<file path="src/rtl/reaction_stats.sv">
// Reaction-timer statistics: last/best/average-of-4 tracking, attempt and
// false-start counters, and a button-cycled display-value selector.
module reaction_stats #(
   parameter logic [13:0] CLIP = 14'd9999,
   parameter logic [13:0] NONE = 14'h3FFF
) (
   input  logic        clk,
   input  logic        rst,
   input  logic        result_valid,
   input  logic [13:0] result_time,
   input  logic        false_start,
   input  logic        mode_btn,
   output logic [13:0] disp_value,
   output logic [1:0]  disp_mode,
   output logic [13:0] best_time,
   output logic [3:0]  attempt_count,
   output logic [3:0]  false_count,
   output logic        new_best
);

   typedef enum logic [1:0] {
      StLast = 2'd0,
      StBest = 2'd1,
      StAvg  = 2'd2,
      StCnt  = 2'd3
   } mode_e;

   mode_e       mode_q, mode_d;
   logic        btn_prev_q, btn_prev_d;
   logic        armed_q, armed_d;
   logic [1:0]  ptr_q, ptr_d;
   logic [2:0]  fill_q, fill_d;
   logic [15:0] sum_q, sum_d;
   logic [13:0] ring_q [4];
   logic [13:0] ring_d [4];
   logic [13:0] last_q, last_d;
   logic [13:0] best_q, best_d;
   logic [3:0]  att_q, att_d;
   logic [3:0]  false_q, false_d;
   logic        new_best_q, new_best_d;
   logic [13:0] disp_q, disp_d;

   logic        valid_att;
   logic        btn_rise;
   logic [13:0] t_clip;
   logic [13:0] avg_val;
   logic [13:0] cnt_val;

   // Decode the incoming attempt; a false start overrides a coincident result.
   always_comb begin
      valid_att = result_valid & ~false_start;
      t_clip    = (result_time > CLIP) ? CLIP : result_time;
   end

   // Next-state for history ring, running sum, best time and counters.
   always_comb begin
      ptr_d      = ptr_q;
      fill_d     = fill_q;
      sum_d      = sum_q;
      ring_d     = ring_q;
      last_d     = last_q;
      best_d     = best_q;
      att_d      = att_q;
      false_d    = false_q;
      new_best_d = 1'b0;
      if (false_start) begin
         if (false_q != 4'd15) false_d = false_q + 4'd1;
      end else if (result_valid) begin
         last_d         = t_clip;
         ring_d[ptr_q]  = t_clip;
         ptr_d          = ptr_q + 2'd1;
         // Once full, the entry being overwritten leaves the sum in the same cycle.
         if (fill_q == 3'd4) begin
            sum_d = sum_q + 16'(t_clip) - 16'(ring_q[ptr_q]);
         end else begin
            sum_d  = sum_q + 16'(t_clip);
            fill_d = fill_q + 3'd1;
         end
         if (att_q != 4'd15) att_d = att_q + 4'd1;
         if (t_clip < best_q) begin
            best_d     = t_clip;
            new_best_d = 1'b1;
         end
      end
   end

   // Mode FSM: advance on a button rising edge; the first cycle after reset
   // only samples the button so a held button cannot cause an advance.
   always_comb begin
      mode_d     = mode_q;
      btn_prev_d = mode_btn;
      armed_d    = 1'b1;
      btn_rise   = armed_q & mode_btn & ~btn_prev_q;
      if (btn_rise) begin
         unique case (mode_q)
            StLast:  mode_d = StBest;
            StBest:  mode_d = StAvg;
            StAvg:   mode_d = StCnt;
            StCnt:   mode_d = StLast;
            default: mode_d = StLast;
         endcase
      end
   end

   // Display value selection from the current mode and registered data.
   always_comb begin
      avg_val = (fill_q == 3'd4) ? sum_q[15:2] : 14'd0;
      cnt_val = 14'(att_q) * 14'd100 + 14'(false_q);
      disp_d  = 14'd0;
      unique case (mode_q)
         StLast:  disp_d = last_q;
         StBest:  disp_d = (best_q == NONE) ? 14'd0 : best_q;
         StAvg:   disp_d = avg_val;
         StCnt:   disp_d = cnt_val;
         default: disp_d = 14'd0;
      endcase
   end

   // State registers with asynchronous clear.
   always_ff @(posedge clk or posedge rst) begin
      if (rst) begin
         mode_q     <= StLast;
         btn_prev_q <= 1'b0;
         armed_q    <= 1'b0;
         ptr_q      <= 2'd0;
         fill_q     <= 3'd0;
         sum_q      <= 16'd0;
         for (int i = 0; i < 4; i++) ring_q[i] <= 14'd0;
         last_q     <= 14'd0;
         best_q     <= NONE;
         att_q      <= 4'd0;
         false_q    <= 4'd0;
         new_best_q <= 1'b0;
         disp_q     <= 14'd0;
      end else begin
         mode_q     <= mode_d;
         btn_prev_q <= btn_prev_d;
         armed_q    <= armed_d;
         ptr_q      <= ptr_d;
         fill_q     <= fill_d;
         sum_q      <= sum_d;
         for (int i = 0; i < 4; i++) ring_q[i] <= ring_d[i];
         last_q     <= last_d;
         best_q     <= best_d;
         att_q      <= att_d;
         false_q    <= false_d;
         new_best_q <= new_best_d;
         disp_q     <= disp_d;
      end
   end

   // Output mapping.
   always_comb begin
      disp_value    = disp_q;
      disp_mode     = mode_q;
      best_time     = best_q;
      attempt_count = att_q;
      false_count   = false_q;
      new_best      = new_best_q;
   end

endmodule

</file>
<file path="config.mk">
export PLATFORM = sky130hd
export DESIGN_NAME = reaction_stats
export DESIGN_NICKNAME = d
export VERILOG_FILES = /design/src/rtl/reaction_stats.sv
export SDC_FILE = /design/constraint.sdc
export NUM_CORES = 1
export LEC_CHECK = 0
export BUFFER_PORTS_ARGS = -buffer_cell sky130_fd_sc_hd__buf_2
export CORE_ASPECT_RATIO = 1.1
export CORE_UTILIZATION = 66
export DETAILED_ROUTE_END_ITERATION = 8
export PLACE_DENSITY = 0.86
export SLEW_MARGIN = 25
export SYNTH_ARGS = -nofsm -noshare
export SYNTH_HDL_FRONTEND = slang
export SYNTH_SLANG_ARGS = --single-unit
</file>
<file path="constraint.sdc">
create_clock -name clk -period 9.1 [get_ports clk]
set_input_delay 1.365 -clock clk [delete_from_list [all_inputs] [get_ports clk]]
set_output_delay 1.365 -clock clk [all_outputs]
set_load 0.005 [all_outputs]
</file>
==> qor.txt <==
outcome: finished clean
Final Net Count: 1001
Initial DRC Count: 503
share of layout cells above drive strength 1: 16.3%
P_leak: 4.30 nW
Seq/Total Area, Yosys: 40.1%
Setup CP Type: in -> reg
Inserted Clock Buffers: 17
cells on worst reg2reg path: 14
Die Ht: 120 µm
Finished Cell Area: 9180 µm²
Worst path depth: 22
clock-pin slew on the worst setup and hold paths: 0.05 ns
Crit. End Element: flip-flop
worst reg2reg endpoint: sum_q[15]$_DFFE_PP0P_
slowest CP cell: nor2_1
Setup Skew: 0.00541 ns
most common cell after layout, fill and taps aside: nand2_1
post-synthesis instance area: 8290 µm²
reported max-cap violation count: 0
final setup TNS: 0 ns
Hold EP: last_q[13]$_DFFE_PP0P_
initial antenna violation count: 1
fill cell count: 873
total power: 4.12 mW
critical path's top delay family: compound AO/OA/AOI/OAI gates
Final Non-Filler Cells: 1090
Sequential cell area: 3320 µm²
Synth Register Bits: 132
hold wc startpoint: last_q[13]$_DFFE_PP0P_
crit start category: primary input
setup bufs post-CTS: 0
pin count of the biggest net entering global routing: 80
Final Hold Fails: 0
Final Critical Period: 6.10 ns
worst hold path cell count: 2
worst vdd ir: 0.220 mV
Post-CTS Resized: 0
syn_nets: 962
RR Startpoint: ptr_q[1]$_DFFE_PP0P_
max incr delay on CP: 0.45 ns
flop2flop setup slack: 4.79 ns
yosys warns: 0
Main synth FF type: dfrtp_1
clk sinks: 132
total number of vias: 6772
Total Routed Length: 19700 µm
Vias/cell: 6.21
worst-path fanout max: 9
num rows: 42
EDFF count, synth: 0
Core Area: 12100 µm²
most frequent cells in the layout: 132 x nand2_1, 118 x dfrtp_1, 110 x o21ai_0, 76 x inv_1, 57 x buf_2
drt pass-1 iters: 6
Starting Density: 68.3%
asr flop ratio synth: 100%
Worst slew margin: 34.3%
arrival time at the worst endpoint: 6.41 ns
Root Buffer: clkbuf_16
CTS Buffer Depth: 2
cells along the critical path: buf_2 -> nor4_1 -> o21ai_0 -> and2_1 -> nor2_1 -> inv_1 -> ha_1 -> a211o_1 -> a21o_1 -> o21ai_0 -> a211o_1 -> nand3_1 -> or2_2 -> a311o_2 -> a21oi_1 -> xnor2_1 -> ha_1 -> nand2_1 -> o41a_1 -> a31oi_1 -> o21ai_2 -> xnor2_1
Worst-Skew Late Latency: 0.42 ns
Multi-input gate area: 4460 µm²
CTS tree: built
die area: 13000 µm²
Routed WL per cell: 18.1 µm
Unique masters post-synth: 80
dpl cells: 1057
remaining antenna violation count: 0
Residual DRC: 0
dpl cell area: 8580 µm²
Final HPWL DP: 14000 µm
FMAX: 164 MHz
# H-tree levels: 4
final period utilization: 67.0%
vias in the first global route: 6467
Slew Viols, Final: 0
RSZ-0062 raised after global routing: no
port bufs: 57
Final GP Congestion: 0.921
Hold Buf Count CTS: 0
Die W: 109 µm
CP bufs+invs: 2
Setup-failing EPs final: 0
P per Cell Area: 449 nW/µm²
GRT overflow: 0
I/O pins: 58
gr usage total: 32.7%
Slew @ Worst Pin: 0.986 ns
global-route wire length before repair: 32100 µm
path type of the worst min-delay path: reg -> reg
Mean Syn Cell Area: 9.38 µm²
Cells after Synth: 883
Req. time, crit path: 9.41 ns
area grow syn2layout: 10.8%
[synth_stat cells (6+ instances only)]
cell type	instances	area (µm²)
a21oi_1	42	210
dfrtp_1	118	2950
ha_1	56	701
mux4_2	12	270
o21ai_0	110	551
nor2_1	34	128
mux2i_1	7	70.1
inv_1	77	289
a21o_1	10	75.1
nand4_1	7	43.8
dfstp_2	14	368
xnor2_1	31	272
nand3_1	19	95.1
clkbuf_1	31	116
a211oi_1	6	45.0
a221o_1	9	90.1
xor2_1	13	114
o211ai_1	7	52.6
nand2_1	132	495
nor3_1	7	35.0
[power breakdown]
| part | internal, mW | switching [mW] | total [mW] |
|---|---|---|---|
| clock | 0.436 | 0.246 | 0.683 |
| combinational | 1.06 | 1.25 | 2.31 |
| sequential | 0.862 | 0.267 | 1.13 |
[kinds of logic after synthesis]
kind of cell               after synthesis  share of synthesized area [%]
and+or+nand+nor                        241                           13.3
muxes                                   24                           4.95
adders and majority gates               65                           10.0
xor gates and xnor gates                46                           5.23
DFF                                    132                           40.1
AOI/OAI and AO/OA                      256                           20.2
other                                    1                         0.0453
buffers and inverters                  118                           6.18
[layer usage]
metal | vias to the layer above | GRT usage [%] | wire length, µm
li1 | 3200 | - | -
met1 | 3274 | 41.6 | 8190
met2 | 256 | 52.7 | 9590
met3 | 42 | 7.88 | 1420
met4 | 0 | 14.4 | 530
met5 | - | 0 | 0
[layout make-up]
type / count / share of cell area, %
diodes: 1 / 0.0273
multi-input cells: 633 / 48.5
repair buffers: 61 / 3.48
well taps: 154 / 2.10
clock inverters: 9 / 1.09
inverters: 77 / 3.18
flip-flops and latches: 132 / 36.2
clock buffers: 23 / 5.42
[stage by stage]
| stage | hold slack [ns] | utilization (%) | worst slack, ns |
|---|---|---|---|
| 2_1_floorplan | 0.444 | - | 3.07 |
| 3_3_place_gp | 0.458 | 70.6 | 2.77 |
| 3_5_place_dp | 0.467 | 70.6 | 2.63 |
| 4_1_cts | 0.480 | 75.6 | 3.07 |
| 5_1_grt | 0.497 | 75.6 | 2.58 |
| 6_report | 0.479 | 75.6 | 3.00 |
[worst max path at each step]
stage | start | endpoint
after floorplan | result_time[7] | sum_q[15]$_DFFE_PP0P_
after global placement | result_time[7] | sum_q[15]$_DFFE_PP0P_
after detailed placement | result_time[7] | sum_q[15]$_DFFE_PP0P_
after CTS | result_time[7] | sum_q[15]$_DFFE_PP0P_
after global routing | result_time[7] | sum_q[15]$_DFFE_PP0P_
final | result_time[7] | sum_q[15]$_DFFE_PP0P_
[registers in the layout (all words and copies together), names as in the netlist]
signal / flops
ring_q: 56
sum_q: 16
best_time: 14
disp_value: 14
last_q: 14
attempt_count: 4
false_count: 4
fill_q: 3
disp_mode: 2
ptr_q: 2
armed_q: 1
btn_prev_q: 1
new_best: 1
[tightest hold or removal path: cells and delay by family, from the launching register on]
family | cells | cell delay, ns
AO/OA/AOI/OAI | 1 | 0.06
flip-flops | 1 | 0.34
AND/OR/NAND/NOR | 1 | 0.05
Note: power is estimated with default switching activity, not from simulation.
